$ cat src/rtl/data_cache_ctrl_if.sv
// Processor-side and backing-memory-side signals of the data cache controller.
// Processor: rd/wr accepted only while stall=0; done pulses once per accepted request.
interface data_cache_ctrl_if;
   logic        rd;
   logic        wr;
   logic [15:0] addr;
   logic [15:0] data_in;
   logic [15:0] data_out;
   logic        done;
   logic        stall;
   logic        cache_req;
   logic        cache_hit;
   logic        err;
   // Memory: mem_req and its payload stay stable until mem_ack is sampled high.
   logic        mem_req;
   logic        mem_wr;
   logic [15:0] mem_addr;
   logic [15:0] mem_wdata;
   logic [15:0] mem_rdata;
   logic        mem_ack;

   modport slave (
      input  rd, wr, addr, data_in, mem_rdata, mem_ack,
      output data_out, done, stall, cache_req, cache_hit, err,
             mem_req, mem_wr, mem_addr, mem_wdata
   );

   modport master (
      output rd, wr, addr, data_in, mem_rdata, mem_ack,
      input  data_out, done, stall, cache_req, cache_hit, err,
             mem_req, mem_wr, mem_addr, mem_wdata
   );
endinterface

$ cat src/rtl/data_cache_ctrl.sv
// Direct-mapped, write-back, write-allocate data cache controller with
// 4 x 16-bit words per line and a word-serial backing-memory interface.
module data_cache_ctrl #(
   parameter int INDEX_BITS = 5
) (
   input  logic             clk,
   input  logic             rst,
   data_cache_ctrl_if.slave bus,
   output logic [2:0]       dbgState
);
   localparam int LINES    = 1 << INDEX_BITS;
   localparam int TAG_BITS = 13 - INDEX_BITS;

   typedef enum logic [2:0] {
      IDLE    = 3'd0,
      COMPARE = 3'd1,
      WB      = 3'd2,
      ALLOC   = 3'd3,
      FINISH  = 3'd4
   } stateT;

   stateT state, nextState;

   logic                  reqRd, reqWr;
   logic [15:0]           reqAddr, reqData;
   logic [1:0]            offset;
   logic [LINES-1:0]      validBits, dirtyBits;
   logic [TAG_BITS-1:0]   tagArr  [LINES];
   logic [15:0]           dataArr [LINES*4];

   logic [INDEX_BITS-1:0] reqIndex;
   logic [TAG_BITS-1:0]   reqTag;
   logic [1:0]            reqOff;
   logic [INDEX_BITS+1:0] wordSel, fillSel;
   logic                  hit, illegal, victimDirty, lastWord;

   assign reqIndex    = reqAddr[3+INDEX_BITS-1:3];
   assign reqTag      = reqAddr[15:3+INDEX_BITS];
   assign reqOff      = reqAddr[2:1];
   assign wordSel     = {reqIndex, reqOff};
   assign fillSel     = {reqIndex, offset};
   assign hit         = validBits[reqIndex] && (tagArr[reqIndex] == reqTag);
   assign illegal     = reqAddr[0] | (reqRd & reqWr);
   assign victimDirty = validBits[reqIndex] & dirtyBits[reqIndex];
   assign lastWord    = bus.mem_ack && (offset == 2'd3);
   assign dbgState    = state;

   always_ff @(posedge clk) begin
      if (rst) state <= IDLE;
      else     state <= nextState;
   end

   always_comb begin
      nextState     = state;
      bus.data_out  = '0;
      bus.done      = 1'b0;
      bus.stall     = 1'b1;
      bus.cache_req = 1'b0;
      bus.cache_hit = 1'b0;
      bus.err       = 1'b0;
      bus.mem_req   = 1'b0;
      bus.mem_wr    = 1'b0;
      bus.mem_addr  = '0;
      bus.mem_wdata = '0;
      case (state)
         IDLE: begin
            bus.stall = 1'b0;
            // Reset wins over a request arriving in the same cycle.
            if (!rst && (bus.rd || bus.wr)) begin
               bus.cache_req = 1'b1;
               nextState     = COMPARE;
            end
         end
         COMPARE: begin
            if (illegal) begin
               bus.done  = 1'b1;
               bus.err   = 1'b1;
               nextState = IDLE;
            end else if (hit) begin
               bus.done      = 1'b1;
               bus.cache_hit = 1'b1;
               bus.data_out  = reqRd ? dataArr[wordSel] : 16'h0000;
               nextState     = IDLE;
            end else begin
               nextState = victimDirty ? WB : ALLOC;
            end
         end
         WB: begin
            bus.mem_req   = 1'b1;
            bus.mem_wr    = 1'b1;
            bus.mem_addr  = {tagArr[reqIndex], reqIndex, offset, 1'b0};
            bus.mem_wdata = dataArr[fillSel];
            if (lastWord) nextState = ALLOC;
         end
         ALLOC: begin
            bus.mem_req  = 1'b1;
            bus.mem_addr = {reqTag, reqIndex, offset, 1'b0};
            if (lastWord) nextState = FINISH;
         end
         FINISH: begin
            bus.done     = 1'b1;
            bus.data_out = reqRd ? dataArr[wordSel] : 16'h0000;
            nextState    = IDLE;
         end
         default: nextState = IDLE;
      endcase
   end

   // Request capture, burst offset counter and line arrays.
   always_ff @(posedge clk) begin
      if (rst) begin
         validBits <= '0;
         dirtyBits <= '0;
         offset    <= 2'd0;
         reqRd     <= 1'b0;
         reqWr     <= 1'b0;
         reqAddr   <= '0;
         reqData   <= '0;
      end else begin
         case (state)
            IDLE: begin
               if (bus.rd || bus.wr) begin
                  reqRd   <= bus.rd;
                  reqWr   <= bus.wr;
                  reqAddr <= bus.addr;
                  reqData <= bus.data_in;
               end
            end
            COMPARE: begin
               if (!illegal && hit && reqWr) begin
                  dataArr[wordSel]    <= reqData;
                  dirtyBits[reqIndex] <= 1'b1;
               end
            end
            WB: begin
               if (bus.mem_ack) offset <= offset + 2'd1;
            end
            ALLOC: begin
               if (bus.mem_ack) begin
                  dataArr[fillSel] <= bus.mem_rdata;
                  offset           <= offset + 2'd1;
                  if (offset == 2'd3) begin
                     validBits[reqIndex] <= 1'b1;
                     dirtyBits[reqIndex] <= 1'b0;
                     tagArr[reqIndex]    <= reqTag;
                  end
               end
            end
            FINISH: begin
               if (reqWr) begin
                  dataArr[wordSel]    <= reqData;
                  dirtyBits[reqIndex] <= 1'b1;
               end
            end
            default: ;
         endcase
      end
   end
endmodule

$ cat src/flat_wrapper.sv
// flat-port wrapper written by rule: the top's interface ports become plain ports
module data_cache_ctrl_flat 
#(
   parameter int INDEX_BITS = 5
)
  (clk, rst, dbgState, bus_rd, bus_wr, bus_addr, bus_data_in, bus_mem_rdata, bus_mem_ack, bus_data_out, bus_done, bus_stall, bus_cache_req, bus_cache_hit, bus_err, bus_mem_req, bus_mem_wr, bus_mem_addr, bus_mem_wdata);
  data_cache_ctrl_if bus_i ();
  input  logic clk;
  input  logic rst;
  output logic [2:0] dbgState;
  input wire logic [$bits(bus_i.rd)-1:0] bus_rd;
  input wire logic [$bits(bus_i.wr)-1:0] bus_wr;
  input wire logic [$bits(bus_i.addr)-1:0] bus_addr;
  input wire logic [$bits(bus_i.data_in)-1:0] bus_data_in;
  input wire logic [$bits(bus_i.mem_rdata)-1:0] bus_mem_rdata;
  input wire logic [$bits(bus_i.mem_ack)-1:0] bus_mem_ack;
  output wire logic [$bits(bus_i.data_out)-1:0] bus_data_out;
  output wire logic [$bits(bus_i.done)-1:0] bus_done;
  output wire logic [$bits(bus_i.stall)-1:0] bus_stall;
  output wire logic [$bits(bus_i.cache_req)-1:0] bus_cache_req;
  output wire logic [$bits(bus_i.cache_hit)-1:0] bus_cache_hit;
  output wire logic [$bits(bus_i.err)-1:0] bus_err;
  output wire logic [$bits(bus_i.mem_req)-1:0] bus_mem_req;
  output wire logic [$bits(bus_i.mem_wr)-1:0] bus_mem_wr;
  output wire logic [$bits(bus_i.mem_addr)-1:0] bus_mem_addr;
  output wire logic [$bits(bus_i.mem_wdata)-1:0] bus_mem_wdata;
  assign bus_i.rd = bus_rd;
  assign bus_i.wr = bus_wr;
  assign bus_i.addr = bus_addr;
  assign bus_i.data_in = bus_data_in;
  assign bus_i.mem_rdata = bus_mem_rdata;
  assign bus_i.mem_ack = bus_mem_ack;
  assign bus_data_out = bus_i.data_out;
  assign bus_done = bus_i.done;
  assign bus_stall = bus_i.stall;
  assign bus_cache_req = bus_i.cache_req;
  assign bus_cache_hit = bus_i.cache_hit;
  assign bus_err = bus_i.err;
  assign bus_mem_req = bus_i.mem_req;
  assign bus_mem_wr = bus_i.mem_wr;
  assign bus_mem_addr = bus_i.mem_addr;
  assign bus_mem_wdata = bus_i.mem_wdata;
  data_cache_ctrl #(.INDEX_BITS(INDEX_BITS)) u_core (.clk(clk), .rst(rst), .bus(bus_i), .dbgState(dbgState));
endmodule
$ cat config.mk
export PLATFORM = sky130hd
export DESIGN_NAME = data_cache_ctrl_flat
export DESIGN_NICKNAME = d
export VERILOG_FILES = /design/src/rtl/data_cache_ctrl_if.sv /design/src/rtl/data_cache_ctrl.sv /design/src/flat_wrapper.sv
export SDC_FILE = /design/constraint.sdc
export NUM_CORES = 2
export LEC_CHECK = 0
export CAP_MARGIN = 40
export CORE_ASPECT_RATIO = 1.5
export CORE_MARGIN = 5
export CORE_UTILIZATION = 66
export CTS_CLUSTER_DIAMETER = 120
export DETAILED_ROUTE_END_ITERATION = 12
export MAX_ROUTING_LAYER = met4
export PLACE_DENSITY = 0.83
export SLEW_MARGIN = 10
export SYNTH_ARGS = -nofsm -noshare
export SYNTH_HDL_FRONTEND = slang
export SYNTH_SLANG_ARGS = --single-unit
$ cat constraint.sdc
create_clock -name clk -period 6 [get_ports clk]
set_input_delay 0.6 -clock clk [delete_from_list [all_inputs] [get_ports clk]]
set_output_delay 0.6 -clock clk [all_outputs]
set_load 0.1 [all_outputs]
# ---- Word-level counts from Yosys, hierarchy flattened
# Memories as Yosys holds them, arrays and structs flattened. A register that Yosys moved wholly into a read port is not among the register bits.
# Index checks and enable logic that the tools add are counted.
dict set report word_totals {
  regBits 103
  mem_bits_rw 2304
  inputBits 53
  output_inout_bits 58
  elab_cells 113
  n_memories 2
}
dict set report classes {
  n_addsub 1
  order_cmp 2
  eq_ne 13
  muxes 61
  n_bitwise 8
  n_reduce_logical 18
}
# memory words width read_ports rd_clocked_by_memory_dff wr line_no
set memory_table {}
lappend memory_table {u_core.dataArr 128 16 2 1 1 data_cache_ctrl.sv:29} ;# logic [15:0] dataArr [LINES*4];
lappend memory_table {u_core.tagArr 32 8 1 1 1 data_cache_ctrl.sv:28} ;# logic [TAG_BITS-1:0] tagArr [LINES];
# cell n
set ops {}
lappend ops {{$mux W32} 4}
lappend ops {{$mux W16} 6}
lappend ops {{$pmux W32 S3} 1}
lappend ops {{$or A32 B32 Y32} 2}
lappend ops {{$pmux W16 S2} 2}
lappend ops {{$mux W1} 33}
lappend ops {{$and A32 B32 Y32} 1}
lappend ops {{$not A32 Y32} 1}
lappend ops {{$mux W7} 3}
lappend ops {{$reduce_or A16 Y1} 1}
lappend ops {{$mux W3} 5}
lappend ops {{$ne A2 B1 Y1 const B} 6}
lappend ops {{$pmux W3 S4} 1}
lappend ops {{$bmux W1 S5} 2}
lappend ops {{$mux W5} 2}
lappend ops {{$eq A8 B8 Y1} 1}
lappend ops {{$eq A3 B2 Y1 const B} 2}
lappend ops {{$logic_and A1 B1 Y1} 6}
lappend ops {{$lt A5 B6 Y1 const B} 1}
lappend ops {{$reduce_and A3 Y1} 2}
lappend ops {{$demux W1 S5} 1}
lappend ops {{$ge A5 B1 Y1 const B} 1}
lappend ops {{$reduce_and A5 Y1} 1}
lappend ops {{$reduce_and A2 Y1} 2}
lappend ops {{other kinds (13)} 16}

# ---- Logic depth before layout (Yosys ltp)
dict set report depth {
  depth_word 11
  ltp_mapped 14
  depth_no_buf 9
}

# ---- Worst setup path after synthesis
# OpenSTA, ideal clock, no wires.
dict set report synth_path {
  path_kind {reg-to-output}
  startpoint {register u_core.state[1] (netlist: u_core.dbgState[1])}
  endpoint {output port bus_mem_wdata[11]}
  arrival_time_ns 4.404
  required_ns 5.400
  setup_slack_ns 0.996
  path_stages_with_launch 9
  n_path_buf 4
  path_cell_list {dfxtp_1 nand2b_1 clkbuf_1 inv_1 clkbuf_1 nand2b_1 clkbuf_1 clkbuf_1 a21oi_1}
}
dict set report synth_between {
  elab_chain_len 2
}
# item line_no
set synth_rtl {}
lappend synth_rtl {{from (decl)} data_cache_ctrl.sv:22} ;# stateT state, nextState;
lappend synth_rtl {{from (signal assigned)} data_cache_ctrl.sv:50} ;# else state <= nextState;
lappend synth_rtl {{$eq A3 B2 Y1} data_cache_ctrl.sv:65} ;# case (state)
lappend synth_rtl {{$mux W16} data_cache_ctrl.sv:65}
lappend synth_rtl {{to (decl)} flat_wrapper.sv:26} ;# output wire logic [$bits(bus_i.mem_wdata)-1:0] bus_mem_wdata;
# Every way passes these cells.

==> impl_metrics.env <==
export IMPL_status="finished, violations left"
export IMPL_violations_in_the_final_reports="negative setup slack"
export IMPL_commonest_non_fill_non_tap_cells_in_the_layout="edfxtp_1, mux4_2, buf_4"
export IMPL_finalWeightedCongestion=1.01
export IMPL_timing_hold_worst_path_depth=2
export IMPL_min_delay_worst_endpoint="u_core.dbgState[0]"
export IMPL_insertion_delay_ns=0.90
export IMPL_crit_reg2reg_capture="u_core.dataArr[41][5]"
export IMPL_count_of_flip_flops_with_a_built_in_enable_after_synthesis=2304
export IMPL_drtIter0Drc=12900
export IMPL_leakage_nw=37.4
export IMPL_numPortBuffers=109
export IMPL_share_comb_of_total_power_pct=13.6
export IMPL_finish_cell_count_without_fillers=7834
export IMPL_cts_buffers_inserted=206
export IMPL_tightestPinTransition_ns=1.06
export IMPL_fin_crit_sh_pct=100
export IMPL_avgSynthCellArea_um2=21.4
export IMPL_critPathKind="reg -> out"
export IMPL_synth_ff_latch_count=2414
export IMPL_synthesis_yosys_warnings=0
export IMPL_global_route_wire_length_before_repair_mm=499
export IMPL_cts_root_buf="clkbuf_16"
export IMPL_worst_path_largest_cell_delay_ns=0.78
export IMPL_yosysTopAreaCell="edfxtp_1"
export IMPL_critical_path_endpoint_type="output pin"
export IMPL_r2r_setup_slack_ns=0.84
export IMPL_area_sequential_mm2=0.0714
export IMPL_nNetsFinal=5445
export IMPL_clock_sink_count=2414
export IMPL_worst_setup_sp_type="flop"
export IMPL_hold_path_startpoint="rst"
export IMPL_timing_max_transition_violations_final=0
export IMPL_syn2layout_area_growth_pct=12.2
export IMPL_path_max_fanout=48
export IMPL_synth_fp_nets=5169
export IMPL_slew_headroom_pct=29.5
export IMPL_grt_antenna_before_repair=44
export IMPL_die_area_mm2=0.174
export IMPL_first_global_vias=63400
export IMPL_dieHeight_um=509
export IMPL_critical_path_s_slowest_cell="dfxtp_4"
export IMPL_cellInternalPower_w=0.0280
export IMPL_detail_route_drc_violations=0
export IMPL_layout_commonest_cell="edfxtp_1"
export IMPL_path_clk_slew_ns=0.07
export IMPL_clk_path_buf_depth=3
export IMPL_cts_htree_levels=4
export IMPL_grt_overflow=0
export IMPL_timing_final_setup_violations=2
export IMPL_num_rows=183
export IMPL_pin_count=111
export IMPL_synth_largest_type_area_fraction_pct=63.2
export IMPL_viasPerCell=8.29
export IMPL_cts_tree="yes"
export IMPL_async_reset_ff_share_pct=0
export IMPL_start_util_pct=66.2
export IMPL_netlist_area_mm2=0.109
export IMPL_ir_worst_vdd_uv=391
export IMPL_max_freq_mhz=166
export IMPL_min_path_type="in -> reg"
export IMPL_placeableCoreArea_mm2=0.165
export IMPL_place_detailed_instances=7393
export IMPL_first_pass_iters=8
export IMPL_pwr_share_seq_pct=50.2
export IMPL_postRouteWirelength_mm=363
export IMPL_fin_area_mm2=0.123
export IMPL_power_density_mw_per_mm2=305
export IMPL_timing_hold_violations_final=0
export IMPL_final_antenna_net_count=0
export IMPL_yosys_top_cells_area="edfxtp_1, mux4_2, dfxtp_1"
export IMPL_worst_path_dominant_cell_family="buffers and inverters"
export IMPL_yosysSeqAreaShare_pct=65.3
export IMPL_critical_path_arrival_ns=5.41
export IMPL_ff2ff_path_depth=12
export IMPL_die_w_um=342
export IMPL_netSwitchingPower_w=0.00951
export IMPL_grt_total_usage_pct=43.2
export IMPL_final_fill_count=8506
export IMPL_power_share_clock_pct=36.2
export IMPL_detail_route_wl_per_cell_um=46.4
export IMPL_synth_cells=5115
export IMPL_grt_start_max_net_pins=129
export IMPL_worst_slack_ns=-0.0115
export IMPL_fin_crit_ns=6.01
export IMPL_required_ns=5.40
export IMPL_detailed_place_area_mm2=0.116
export IMPL_hpwl_mm=233
export IMPL_drive_gt1_share_pct=40.5
export IMPL_worst_clock_skew_ns=0.0360
export IMPL_vias=64900
export IMPL_cp_cell_sequence="buf_6 > buf_4 > buf_4 > mux4_2 > mux4_2 > nand2_1 > a21oi_1 > buf_12"
export IMPL_fin_util_pct=74.3
export IMPL_ys_flop_type="edfxtp_1"
export IMPL_critical_path_n_buffers_inverters=4
export IMPL_postCtsSetupBuffers=0
export IMPL_synth_lib_cells_used_distinct=56
export IMPL_p_sw_share_pct=25.4
export IMPL_cap_violations=0
export IMPL_setup_repair_after_global_routing_missed_its_margin="false"
export IMPL_total_area_of_multi_input_combinational_cells_mm2=0.0368
==> cell usage after synthesis, types with 5 or more instances <==
| library cell | number |
|---|---|
| nand2b_1 | 6 |
| nand3_1 | 17 |
| mux2i_1 | 90 |
| clkbuf_1 | 240 |
| nor2_1 | 244 |
| nor2b_1 | 7 |
| xnor2_1 | 5 |
| dfxtp_1 | 110 |
| nor3_1 | 6 |
| nand3b_1 | 5 |
| a31oi_1 | 11 |
| nand4_1 | 9 |
| a21oi_1 | 106 |
| buf_6 | 12 |
| mux2_2 | 22 |
| mux4_2 | 1384 |
| buf_2 | 28 |
| o21a_1 | 17 |
| a22oi_1 | 34 |
| o311ai_0 | 9 |
| buf_1 | 116 |
| inv_1 | 10 |
| o21ai_0 | 21 |
| or4b_2 | 9 |
| edfxtp_1 | 2304 |
| and2_1 | 10 |
| or2_2 | 6 |
| a21o_1 | 33 |
| buf_4 | 9 |
| nand2_1 | 183 |
| or3_1 | 12 |
==> metrics by stage <==
| step | setup TNS (ns) | total power (W) | hold slack (ns) | setup WS, ns |
|---|---|---|---|---|
| 3_5_place_dp | 0 | 0.0240 | 0.441 | 0.923 |
| 4_1_cts | 0 | 0.0371 | 0.144 | 0.161 |
| 3_3_place_gp | 0 | 0.0239 | 0.428 | 0.921 |
| 2_1_floorplan | 0 | 0.0220 | 0.420 | 0.996 |
| 5_1_grt | 0 | 0.0382 | 0.165 | 0.00865 |
| 6_report | -0.0165 | 0.0375 | 0.163 | -0.0115 |
==> final cells by class <==
cell class / count / area share, %
diodes: 48 / 0.0978
clock buffers: 266 / 4.43
clock inverters: 117 / 0.963
inverters: 12 / 0.0428
multi-input cells: 2284 / 29.9
flip-flops and latches: 2414 / 58.2
well taps: 2220 / 2.26
repair buffers: 473 / 4.09
==> flip-flops by register name, summed over array words and instances, names as in the netlist, named ones only <==
signal / count
u_core.reqRd: 1
u_core.dataArr: 2048
u_core.dbgState: 3
u_core.reqAddr: 16
u_core.reqWr: 1
u_core.validBits: 32
u_core.offset: 2
u_core.reqData: 16
u_core.tagArr: 256
==> routing by layer <==
metal	share of wire, %	track usage, %	up-vias
met5	0	-	-
met4	11	33.0	0
met3	15	13.1	1775
met2	46	63.9	7390
met1	28	50.0	32900
li1	-	-	22900
==> worst max-delay path by stage <==
stage / endpoint / slack [ns] / depth (start not counted)
floorplan: bus_mem_wdata[11] / 1.0 / 8
global route: bus_data_out[13] / 0.009 / 8
finish: bus_data_out[13] / -0.01 / 8
CTS: bus_data_out[13] / 0.16 / 8
detailed placement: bus_data_out[13] / 0.92 / 8
global placement: bus_data_out[4] / 0.92 / 8
==> repair_timing <==
action / 4_1_cts / 5_1_grt
hold buffers: 0 / 0
resized for setup: 1 / 0
endpoints found under the setup margin: 3 / 0
==> logic make-up (layout without fill, tap and decap cells) <==
group	count (synthesis)	in the layout	share of synthesized area, %
fa+ha+maj	1	1	0.0114
xor+xnor	7	7	0.0560
simple gates	523	523	2.04
other cells	1	49	0.00343
buf+inv	417	868	1.58
compound gates	256	256	1.52
flops	2414	2414	65.3
mux	1496	1496	29.5
==> power groups by stage <==
stage | sequential (W) | clock (W) | combinational, W
2_1_floorplan | 0.0192 | 0 | 0.00287
3_5_place_dp | 0.0192 | 0 | 0.00476
5_1_grt | 0.0188 | 0.0143 | 0.00510
3_3_place_gp | 0.0192 | 0 | 0.00464
4_1_cts | 0.0188 | 0.0135 | 0.00482
6_report | 0.0188 | 0.0136 | 0.00509
==> worst register-to-register path, cell delays in order, from the launching register on <==
cell	delay, ns
dfxtp_1	0.50
buf_4	0.30
inv_8	0.47
mux2i_1	0.27
a32oi_1	0.33
a21boi_0	0.19
nor4b_2	0.32
nand4_1	0.21
o31a_1	0.37
buf_4	0.22
o41a_4	0.73
nor2_2	0.68
buf_12	0.25
Power figures use the tool's default switching activity.
